File: src/rtl/maxi_reg_responder.sv
// AXI3-style register-file slave: independent read and write burst FSMs over NREGS 32-bit registers.
// INCR bursts only; one read and one write transaction in flight at a time.
module maxi_reg_responder #(
  parameter int unsigned NREGS = 16
) (
  input  logic        CLK,
  input  logic        nRST,
  input  logic        AR__ENA,
  input  logic [31:0] AR_addr,
  input  logic [11:0] AR_id,
  input  logic [3:0]  AR_len,
  output logic        AR__RDY,
  input  logic        AW__ENA,
  input  logic [31:0] AW_addr,
  input  logic [11:0] AW_id,
  input  logic [3:0]  AW_len,
  output logic        AW__RDY,
  input  logic        W__ENA,
  input  logic [31:0] W_data,
  input  logic [11:0] W_id,
  input  logic        W_last,
  output logic        W__RDY,
  output logic        R__ENA,
  output logic [31:0] R_data,
  output logic [11:0] R_id,
  output logic        R_last,
  output logic [1:0]  R_resp,
  input  logic        R__RDY,
  output logic        B__ENA,
  output logic [11:0] B_id,
  output logic [1:0]  B_resp,
  input  logic        B__RDY
);

  localparam int unsigned IW = $clog2(NREGS);

  typedef enum logic {StRIdle, StRBurst} rstate_e;
  typedef enum logic [1:0] {StWIdle, StWData, StWResp} wstate_e;

  logic [31:0] regs [NREGS];

  rstate_e     rstate_q, rstate_d;
  logic [31:0] raddr_q, raddr_d;
  logic [11:0] rid_q, rid_d;
  logic [3:0]  rlen_q, rlen_d;
  logic [3:0]  rcnt_q, rcnt_d;

  wstate_e     wstate_q, wstate_d;
  logic [31:0] waddr_q, waddr_d;
  logic [11:0] wid_q, wid_d;
  logic [3:0]  wlen_q, wlen_d;
  logic [4:0]  wcnt_q, wcnt_d;  // one extra bit so overrun beats never wrap back into range
  logic        werr_q, werr_d;

  logic          rd_in_range, wr_in_range, wr_en;
  logic [IW-1:0] rd_idx, wr_idx;

  assign rd_in_range = (raddr_q[31:IW+2] == '0);
  assign wr_in_range = (waddr_q[31:IW+2] == '0);
  assign rd_idx      = raddr_q[2 +: IW];
  assign wr_idx      = waddr_q[2 +: IW];

  // Read FSM
  always_comb begin
    rstate_d = rstate_q;
    raddr_d  = raddr_q;
    rid_d    = rid_q;
    rlen_d   = rlen_q;
    rcnt_d   = rcnt_q;
    AR__RDY  = 1'b0;
    R__ENA   = 1'b0;
    R_data   = 32'd0;
    R_id     = 12'd0;
    R_last   = 1'b0;
    R_resp   = 2'd0;
    unique case (rstate_q)
      StRIdle: begin
        AR__RDY = nRST;
        if (AR__ENA) begin
          raddr_d  = AR_addr;
          rid_d    = AR_id;
          rlen_d   = AR_len;
          rcnt_d   = 4'd0;
          rstate_d = StRBurst;
        end
      end
      StRBurst: begin
        R__ENA = 1'b1;
        R_data = rd_in_range ? regs[rd_idx] : 32'd0;
        R_resp = rd_in_range ? 2'd0 : 2'd2;
        R_id   = rid_q;
        R_last = (rcnt_q == rlen_q);
        if (R__RDY) begin
          raddr_d = raddr_q + 32'd4;
          rcnt_d  = rcnt_q + 4'd1;
          if (rcnt_q == rlen_q) rstate_d = StRIdle;
        end
      end
      default: rstate_d = StRIdle;
    endcase
  end

  // Write FSM
  always_comb begin
    wstate_d = wstate_q;
    waddr_d  = waddr_q;
    wid_d    = wid_q;
    wlen_d   = wlen_q;
    wcnt_d   = wcnt_q;
    werr_d   = werr_q;
    wr_en    = 1'b0;
    AW__RDY  = 1'b0;
    W__RDY   = 1'b0;
    B__ENA   = 1'b0;
    B_id     = 12'd0;
    B_resp   = 2'd0;
    unique case (wstate_q)
      StWIdle: begin
        AW__RDY = nRST;
        if (AW__ENA) begin
          waddr_d  = AW_addr;
          wid_d    = AW_id;
          wlen_d   = AW_len;
          wcnt_d   = 5'd0;
          werr_d   = 1'b0;
          wstate_d = StWData;
        end
      end
      StWData: begin
        W__RDY = 1'b1;
        if (W__ENA) begin
          wr_en   = wr_in_range && (wcnt_q <= {1'b0, wlen_q}) && (W_id == wid_q);
          waddr_d = waddr_q + 32'd4;
          if (!wr_en) werr_d = 1'b1;
          if (wcnt_q != 5'd16) wcnt_d = wcnt_q + 5'd1;
          if (W_last) begin
            if (wcnt_q != {1'b0, wlen_q}) werr_d = 1'b1;
            wstate_d = StWResp;
          end
        end
      end
      StWResp: begin
        B__ENA = 1'b1;
        B_id   = wid_q;
        B_resp = werr_q ? 2'd2 : 2'd0;
        if (B__RDY) wstate_d = StWIdle;
      end
      default: wstate_d = StWIdle;
    endcase
  end

  always_ff @(posedge CLK) begin
    if (!nRST) begin
      rstate_q <= StRIdle;
      raddr_q  <= 32'd0;
      rid_q    <= 12'd0;
      rlen_q   <= 4'd0;
      rcnt_q   <= 4'd0;
      wstate_q <= StWIdle;
      waddr_q  <= 32'd0;
      wid_q    <= 12'd0;
      wlen_q   <= 4'd0;
      wcnt_q   <= 5'd0;
      werr_q   <= 1'b0;
    end else begin
      rstate_q <= rstate_d;
      raddr_q  <= raddr_d;
      rid_q    <= rid_d;
      rlen_q   <= rlen_d;
      rcnt_q   <= rcnt_d;
      wstate_q <= wstate_d;
      waddr_q  <= waddr_d;
      wid_q    <= wid_d;
      wlen_q   <= wlen_d;
      wcnt_q   <= wcnt_d;
      werr_q   <= werr_d;
    end
  end

  always_ff @(posedge CLK) begin
    if (!nRST) begin
      for (int i = 0; i < NREGS; i++) regs[i] <= 32'd0;
    end else if (wr_en) begin
      regs[wr_idx] <= W_data;
    end
  end

endmodule

File: config.mk
export PLATFORM = sky130hd
export DESIGN_NAME = maxi_reg_responder
export DESIGN_NICKNAME = d
export VERILOG_FILES = /design/src/rtl/maxi_reg_responder.sv
export SDC_FILE = /design/constraint.sdc
export NUM_CORES = 1
export LEC_CHECK = 0
export CAP_MARGIN = 5
export CORE_ASPECT_RATIO = 0.75
export CORE_MARGIN = 4
export CORE_UTILIZATION = 34
export DETAILED_ROUTE_END_ITERATION = 10
export PLACE_DENSITY = 0.5
export SLEW_MARGIN = 20
export SYNTH_ARGS = -nofsm -noshare
export SYNTH_HDL_FRONTEND = slang
export SYNTH_SLANG_ARGS = --single-unit
File: constraint.sdc
create_clock -name CLK -period 8.25 [get_ports CLK]
set_input_delay 1.65 -clock CLK [delete_from_list [all_inputs] [get_ports CLK]]
set_output_delay 1.65 -clock CLK [all_outputs]
set_load 0.1 [all_outputs]
-- After elaboration in Yosys (flattened, before gate mapping)
Memory sizes are Yosys's and may differ from the RTL's. A register that Yosys moved wholly into a read port is not among the register bits.
Index checks and enable logic that the tools add are counted.
- bits in writable memories: 512
- memories: 1
- latch bits: 0
- register bits after elaboration: 109
- output and inout bits: 66
- ROM bits: 0
- memory list (name ; words ; width ; rd ports ; clocked after Yosys merged registers in ; wr ports ; RTL line ; text):
    regs ; 16 ; 32 ; 1 ; 1 ; 16 ; 40 ; logic [31:0] regs [NREGS];
- reductions and logical operators: 13
- div/mod/pow operators: 0
- $lt $le $gt $ge: 1
- shift-type cells: 0
- bitwise logic cells: 1
- multipliers: 0
- add/sub/neg operators: 4
- muxes and demuxes: 53
- equal/unequal tests: 13
- operators with widths (kind ; count):
    $mux 32 ; 7
    $pmux 32 s2 ; 2
    $add 32x3->32 const B ; 2
    $logic_not 26->1 ; 2
    $reduce_or 32->1 ; 1
    $mux 12 ; 2
    $mux 1 ; 21
    $mux 4 ; 5
    $mux 2 ; 8
    $mux 5 ; 3
    $ne 2x2->1 const B ; 7
    $eq 12x12->1 ; 1
    $pmux 5 s2 ; 1
    $pmux 4 s2 ; 1
    $reduce_and 4->1 ; 2
    $pmux 2 s3 ; 1
    $reduce_and 2->1 ; 3
    $add 5x1->5 const B ; 1
    $le 5x4->1 ; 1
    $ne 5x4->1 ; 1
    $ne 5x5->1 const B ; 1
    $add 4x1->4 const B ; 1
    $eq 4x4->1 ; 1
    $pmux 1 s2 ; 2
    7 further kinds ; 8

-- Logic depth before layout (Yosys ltp)
Gate-level depths: netlist of the first run.
- word-level depth: 10
- gate-level depth with buffers: 9
- depth with buffers taken out: 7

-- Worst setup path before layout of the first run
Ideal clock, no wire load.
- kind: input to register
- from: input W__ENA
- to: memory regs[4][0] (enable)
- data required time: 7.784 ns
- data arrival time: 5.214 ns
- setup time: 0.466 ns
- cell stages on the path: 7
- slack: 2.571 ns
- path through: and3b_1 -> buf_2 -> nand2_1 -> nor4b_4 -> nand4b_1 -> clkbuf_1 -> o21ai_0
- RTL lines (what ; RTL line ; text):
    start: declaration ; 18 ; input logic W__ENA,
    end: declaration ; 40 ;

==> flow_summary.toml, run 1 <==
[status]
status = "finished clean"

[yosys]
ys.flop_type = "edfxtp_1"
syn_inst = 2265
yosysUniqueCellTypes = 65
ys_ff_latch = 621
syn-cell-area_um2 = 28290
yosys_warnings = 0
synthArstFlopShare = 0
syn_area_per_cell_um2 = 12.49
synth_enable_flop_cells = 512
ys_seq_area_frac = 0.6206

[final_layout]
syn_to_final_growth_pct = 20.69
layout.nets = 2588
drive_gt1_frac = 0.1457

[route]
via_per_inst = 5.431
ant_nets = 0
drc = 0
first_pass_iters = 5
totalWireLength_um = 89340
drtIter0Drc = 1976
num_vias = 19541
routedWlPerCell_um = 24.83

[sta]
rsz0062_at_grt = "no"
clock_skew_ns = 0.02949
fmax_ghz = 0.1640
max_slew_margin = 0.2804
fin_crit_sh = 0.7390
fin_setup_tns_ns = 0
period_minus_slack_ns = 6.097
worst_pin_slew_ns = 1.077
finalMaxSlewViolations = 0
hold_viol_final = 0
finalSetupViolCount = 0
hold-worst-slack_ns = 0.4519

[setup_path]
cp.required_ns = 6.60
reg2reg_slack_ns = 3.60
path_max_fanout = 69
r2r_end = "regs[1][21]"
rr_worst_depth = 7
cp-start-kind = "flop"
path_class = "flop to output port"
crit_path_end_kind = "output port"
critPathArrivalTime_ns = 4.45
r2r_start = "wstate_q[0]"

[job]
max-cap-violations = 0

[floorplan]
io_pins = 214
fp.coreArea_um2 = 82320
initial_utilization = 0.3437
fp.dieArea_um2 = 87930
placementRows = 91
die_h_um = 257.8
die_w_um = 341.1

[min_path]
hold_depth = 2
min-delay-start = "rid_q[7]"
worst_hold_path.endpoint = "rid_q[7]"
worstHoldPathType = "flop to flop"

[cts]
post_cts_resized = 0
clkSinkCount = 621
cts_buffers = 68
insertion_delay_ns = 0.61
ctsLongestPathBuffers = 3
htreeDepth = 3
post-cts-setup-buffers = 0
cts_tree = "yes"
cts_root_buffer = "clkbuf_16"
cts_hold_buffers = 0
path_clk_slew_ns = 0.06

[placement]
port_buffers = 207
gp_congestion = 0.8316
dp_hpwl_um = 52710

[power_and_ir_drop]
switching_share = 0.2497
vdd_drop_max_mv = 0.1570
p_sw_w = 0.001898
pwr-share-seq = 0.477
p_int_w = 0.005703
p_per_area_nw_per_um2 = 222.6
pwr-share-clk = 0.413
combinationalPowerShare = 0.110
p_total_w = 0.007601
leakage_nw = 11.27

[global_routing]
first_global_vias = 19982
grt_overflow = 0
grt_max_degree = 89
antenna_found_initial = 6
grt_pass1_wl_um = 131700
gr-usage-all-layers = 0.2011
[synthesized netlist by cell type (all sizes together) (26+ instances only)]
cell type    n  area share
nor2       545       0.072
edfxtp     512        0.54
nand2      246       0.033
mux4       160        0.13
clkbuf     135       0.018
dfxtp      109       0.077
a21oi       65       0.011
and2        61       0.013
o21ai       47      0.0083
and3        41      0.0091
buf         34      0.0059
nand4       30      0.0069
nor3        26      0.0046
[state kept, by name, summed over array words and instances, names as in the netlist, 4 cells and up, named ones only]
| register | count |
|---|---|
| regs | 512 |
| raddr_q | 30 |
| waddr_q | 30 |
| rid_q | 12 |
| wid_q | 12 |
| wcnt_q | 5 |
| rcnt_q | 4 |
| rlen_q | 4 |
| wlen_q | 4 |
[critical path, cell delays in order, from the launching register on]
cell             delay (ns)
dfxtp_4                0.83
buf_12                 0.53
mux4_2                 0.60
mux4_2                 0.59
and3_1                 0.23
clkdlybuf4s50_1        0.97
[through the flow]
stage	cell area (um2)	worst slack, ns	utilization	instances
final	34140	2.153	0.4147	3598
after global placement	31720	2.097	0.3853	3468
after CTS	34060	2.006	0.4137	3591
after global routing	34140	1.866	0.4147	3598
after floorplan	28290	2.571	-	2266
after detailed placement	31800	1.980	0.3863	3471
[cell usage in the layout, fill, tap and decap left out, types with 6 or more instances in the layout]
cell type        synthesis  layout
a211oi_1                17      17
a21oi_1                 65      65
a221oi_1                 6       6
a311oi_1                10      10
a31oi_1                  8       8
and2_1                  61      61
and3_1                  41      40
and4_1                  11      11
buf_4                    2      46
bufinv_16                0       8
clkbuf_1               135      13
clkbuf_16                0      71
clkdlybuf4s50_1          0     206
clkinv_1                 0       8
clkinv_2                 0       7
dfxtp_1                109     104
edfxtp_1               512     512
ha_1                    12       8
inv_1                   18      18
mux2i_1                 14      14
mux4_2                 160     160
nand2_1                246     246
nand3_1                 25      25
nand4_1                 29      29
nor2_1                 545     543
nor3_1                  26      26
nor4_1                  24      24
o21ai_0                 47      36
o21ai_4                  0      11
o221ai_1                 9       9
xnor2_1                  9       9
xor2_1                  11      11
[cell type report]
type	count	area, um2
Fill cell	7695	48180
Inverter	19	71.32
Clock buffer	87	1861
Sequential cell	621	17570
Tap cell	1116	1396
Clock inverter	33	395.4
Multi-Input combinational cell	1457	10230
Antenna cell	4	10.01
Timing Repair Buffer	261	2610
[power by group through the flow]
stage               registers [W]  logic, W  clock network (W)
floorplan                 0.00363  0.000532                  0
global placement          0.00369  0.000826                  0
detailed placement        0.00369  0.000837                  0
CTS                       0.00363  0.000839            0.00321
global route              0.00364  0.000894            0.00334
finish                    0.00363  0.000836            0.00314
[per-layer routing]
layer,routed length [um],part of all wire,GRT usage
met2,42870,0.48,0.3305
met4,1718,0.019,0.04494
met3,5510,0.062,0.03582
met5,0,0,0
met1,39230,0.44,0.2798
[worst max-delay path by stage]
stage | from | end | slack [ns] | cells past startpoint
floorplan | W__ENA | regs[4][0] | 2.57 | 7
global placement | W__ENA | regs[9][4] | 2.10 | 7
detailed placement | W__ENA | regs[1][22] | 1.98 | 7
CTS | flop | R_data[1] | 2.01 | 5
global route | flop | R_data[1] | 1.87 | 5
finish | flop | R_data[1] | 2.15 | 5
[logic make-up after synthesis]
kind of cell / Yosys count / share of synthesized area
buffers and inverters: 188 / 0.02632
AO/OA/AOI/OAI: 205 / 0.04671
other: 1 / 0.0001326
AND/OR/NAND/NOR: 1040 / 0.1608
adder cells (fa/ha/maj): 12 / 0.005307
flip-flops: 621 / 0.6206
multiplexers: 178 / 0.1339
XOR/XNOR: 20 / 0.006192
(Power assumes the default switching activity.)
==> run 2, diff against run 1 <==
==> constraint.sdc (replaced) <==
create_clock -name CLK -period 5.7 [get_ports CLK]
set_input_delay 1.14 -clock CLK [delete_from_list [all_inputs] [get_ports CLK]]
set_output_delay 1.14 -clock CLK [all_outputs]
set_load 0.1 [all_outputs]
==> flow_summary.toml, run 2 (same netlist as run 1, synthesis figures left out) <==
[placement]
gp_congestion = 0.8297
dp_hpwl_um = 53380
port_buffers = 207

[setup_path]
crit_path_end_kind = "output port"
path_class = "flop to output port"
critPathArrivalTime_ns = 4.10
cp-start-kind = "flop"
cp.required_ns = 4.56
path_max_fanout = 20

[job]
max-cap-violations = 0

[global_routing]
first_global_vias = 20034
grt_max_degree = 129
antenna_found_initial = 6
grt_overflow = 0
grt_pass1_wl_um = 132100
gr-usage-all-layers = 0.2004

[final_layout]
layout.nets = 2604
layout_commonest_cell = "nor2_1"
regMostFlops = "regs"
reg_top3 = "regs (512), raddr_q (30), waddr_q (30)"
largest_reg_flops = 512
drive_gt1_frac = 0.1525
syn_to_final_growth_pct = 21.18
final_cell_mix = "543 x nor2_1, 512 x edfxtp_1, 246 x nand2_1"

[route]
drc = 0
drtIter0Drc = 1895
via_per_inst = 5.406
first_pass_iters = 7
num_vias = 19560
totalWireLength_um = 88960
ant_nets = 0
routedWlPerCell_um = 24.59

[min_path]
worstHoldPathType = "flop to flop"

[cts]
post-cts-setup-buffers = 0
post_cts_resized = 0
clkSinkCount = 621
cts_buffers = 70
ctsLongestPathBuffers = 3
cts_root_buffer = "clkbuf_16"
htreeDepth = 3
path_clk_slew_ns = 0.06
cts_hold_buffers = 0
cts_tree = "yes"
insertion_delay_ns = 0.60

[power_and_ir_drop]
p_total_w = 0.01099
vdd_drop_max_mv = 0.1823
leakage_nw = 11.39
p_per_area_nw_per_um2 = 320.7

[floorplan]
initial_utilization = 0.3437
fp.coreArea_um2 = 82320
die_h_um = 257.8
io_pins = 214
fp.dieArea_um2 = 87930
placementRows = 91
die_w_um = 341.1

[sta]
fmax_ghz = 0.1909
rsz0062_at_grt = "no"
period_minus_slack_ns = 5.239
finalMaxSlewViolations = 0
max_slew_margin = 0.2383
finalSetupViolCount = 0
clock_skew_ns = 0.02214
fin_crit_sh = 0.9191
worst_pin_slew_ns = 1.139
fin_setup_tns_ns = 0
hold_viol_final = 0

[status]
status = "finished clean"
[run 2: changes by cell type in the layout (fill, tap and decap cells not counted), sizes merged]
cell / delta
buf: +20
clkbuf: -7
clkdlybuf4s50: -6
clkinv: +19
clkinvlp: -3
diode: -1
inv: -2
[run 2: worst paths after layout]
kind,end,from,slack [ns],depth (start not counted)
max reg2reg,regs[6][6],wstate_q[0],1.93,8
max,R_data[5],raddr_q[6],0.46,5
min,rid_q[0],rid_q[0],0.45,2
min reg2reg,rid_q[0],rid_q[0],0.45,2
[run 2: layout make-up]
| cell class | count | area [um2] |
|---|---|---|
| clock buffers | 80 | 1810 |
| diodes | 3 | 7.507 |
| multi-input cells | 1457 | 10230 |
| flip-flops and latches | 621 | 17570 |
| clock inverters | 47 | 446.7 |
| inverters | 19 | 71.32 |
| fillers | 7663 | 48040 |
| repair buffers | 275 | 2750 |
| well taps | 1116 | 1396 |
[run 2: metrics by stage]
| step | util | cell area, um2 | hold slack, ns | std cells | setup slack [ns] |
|---|---|---|---|---|---|
| detailed placement | 0.3889 | 32020 | 0.4433 | 3488 | 1.090 |
| global placement | 0.3889 | 32020 | 0.4384 | 3488 | 1.076 |
| CTS | 0.4163 | 34270 | 0.4511 | 3615 | 0.4554 |
| finish | 0.4164 | 34280 | 0.4473 | 3618 | 0.4609 |
| floorplan | - | 28290 | 0.4317 | 2266 | 0.5306 |
| global route | 0.4164 | 34280 | 0.4808 | 3617 | 0.2842 |
[run 2: power by group]
part | internal (W) | total (W) | leakage (nW) | switching [W]
registers | 0.00508 | 0.00524 | 6.18 | 0.000160
clock network | 0.00265 | 0.00452 | 1.11 | 0.00187
logic | 0.000508 | 0.00124 | 4.10 | 0.000729
[run 2: worst max-delay path: stages, from the launching register on]
cell	delay (ns)
dfxtp_1	0.37
nor4_1	0.43
nand4_1	0.25
nor2_4	0.78
and3_1	0.46
clkdlybuf4s50_1	1.20
[run 2: per-layer routing]
layer / GRT usage / wire length (um) / up-vias
met2: 0.3254 / 42220 / 666
met4: 0.03892 / 1503 / 2
met1: 0.2838 / 39420 / 10078
met3: 0.03707 / 5810 / 102
met5: 0 / 13 / -
li1: - / - / 8712
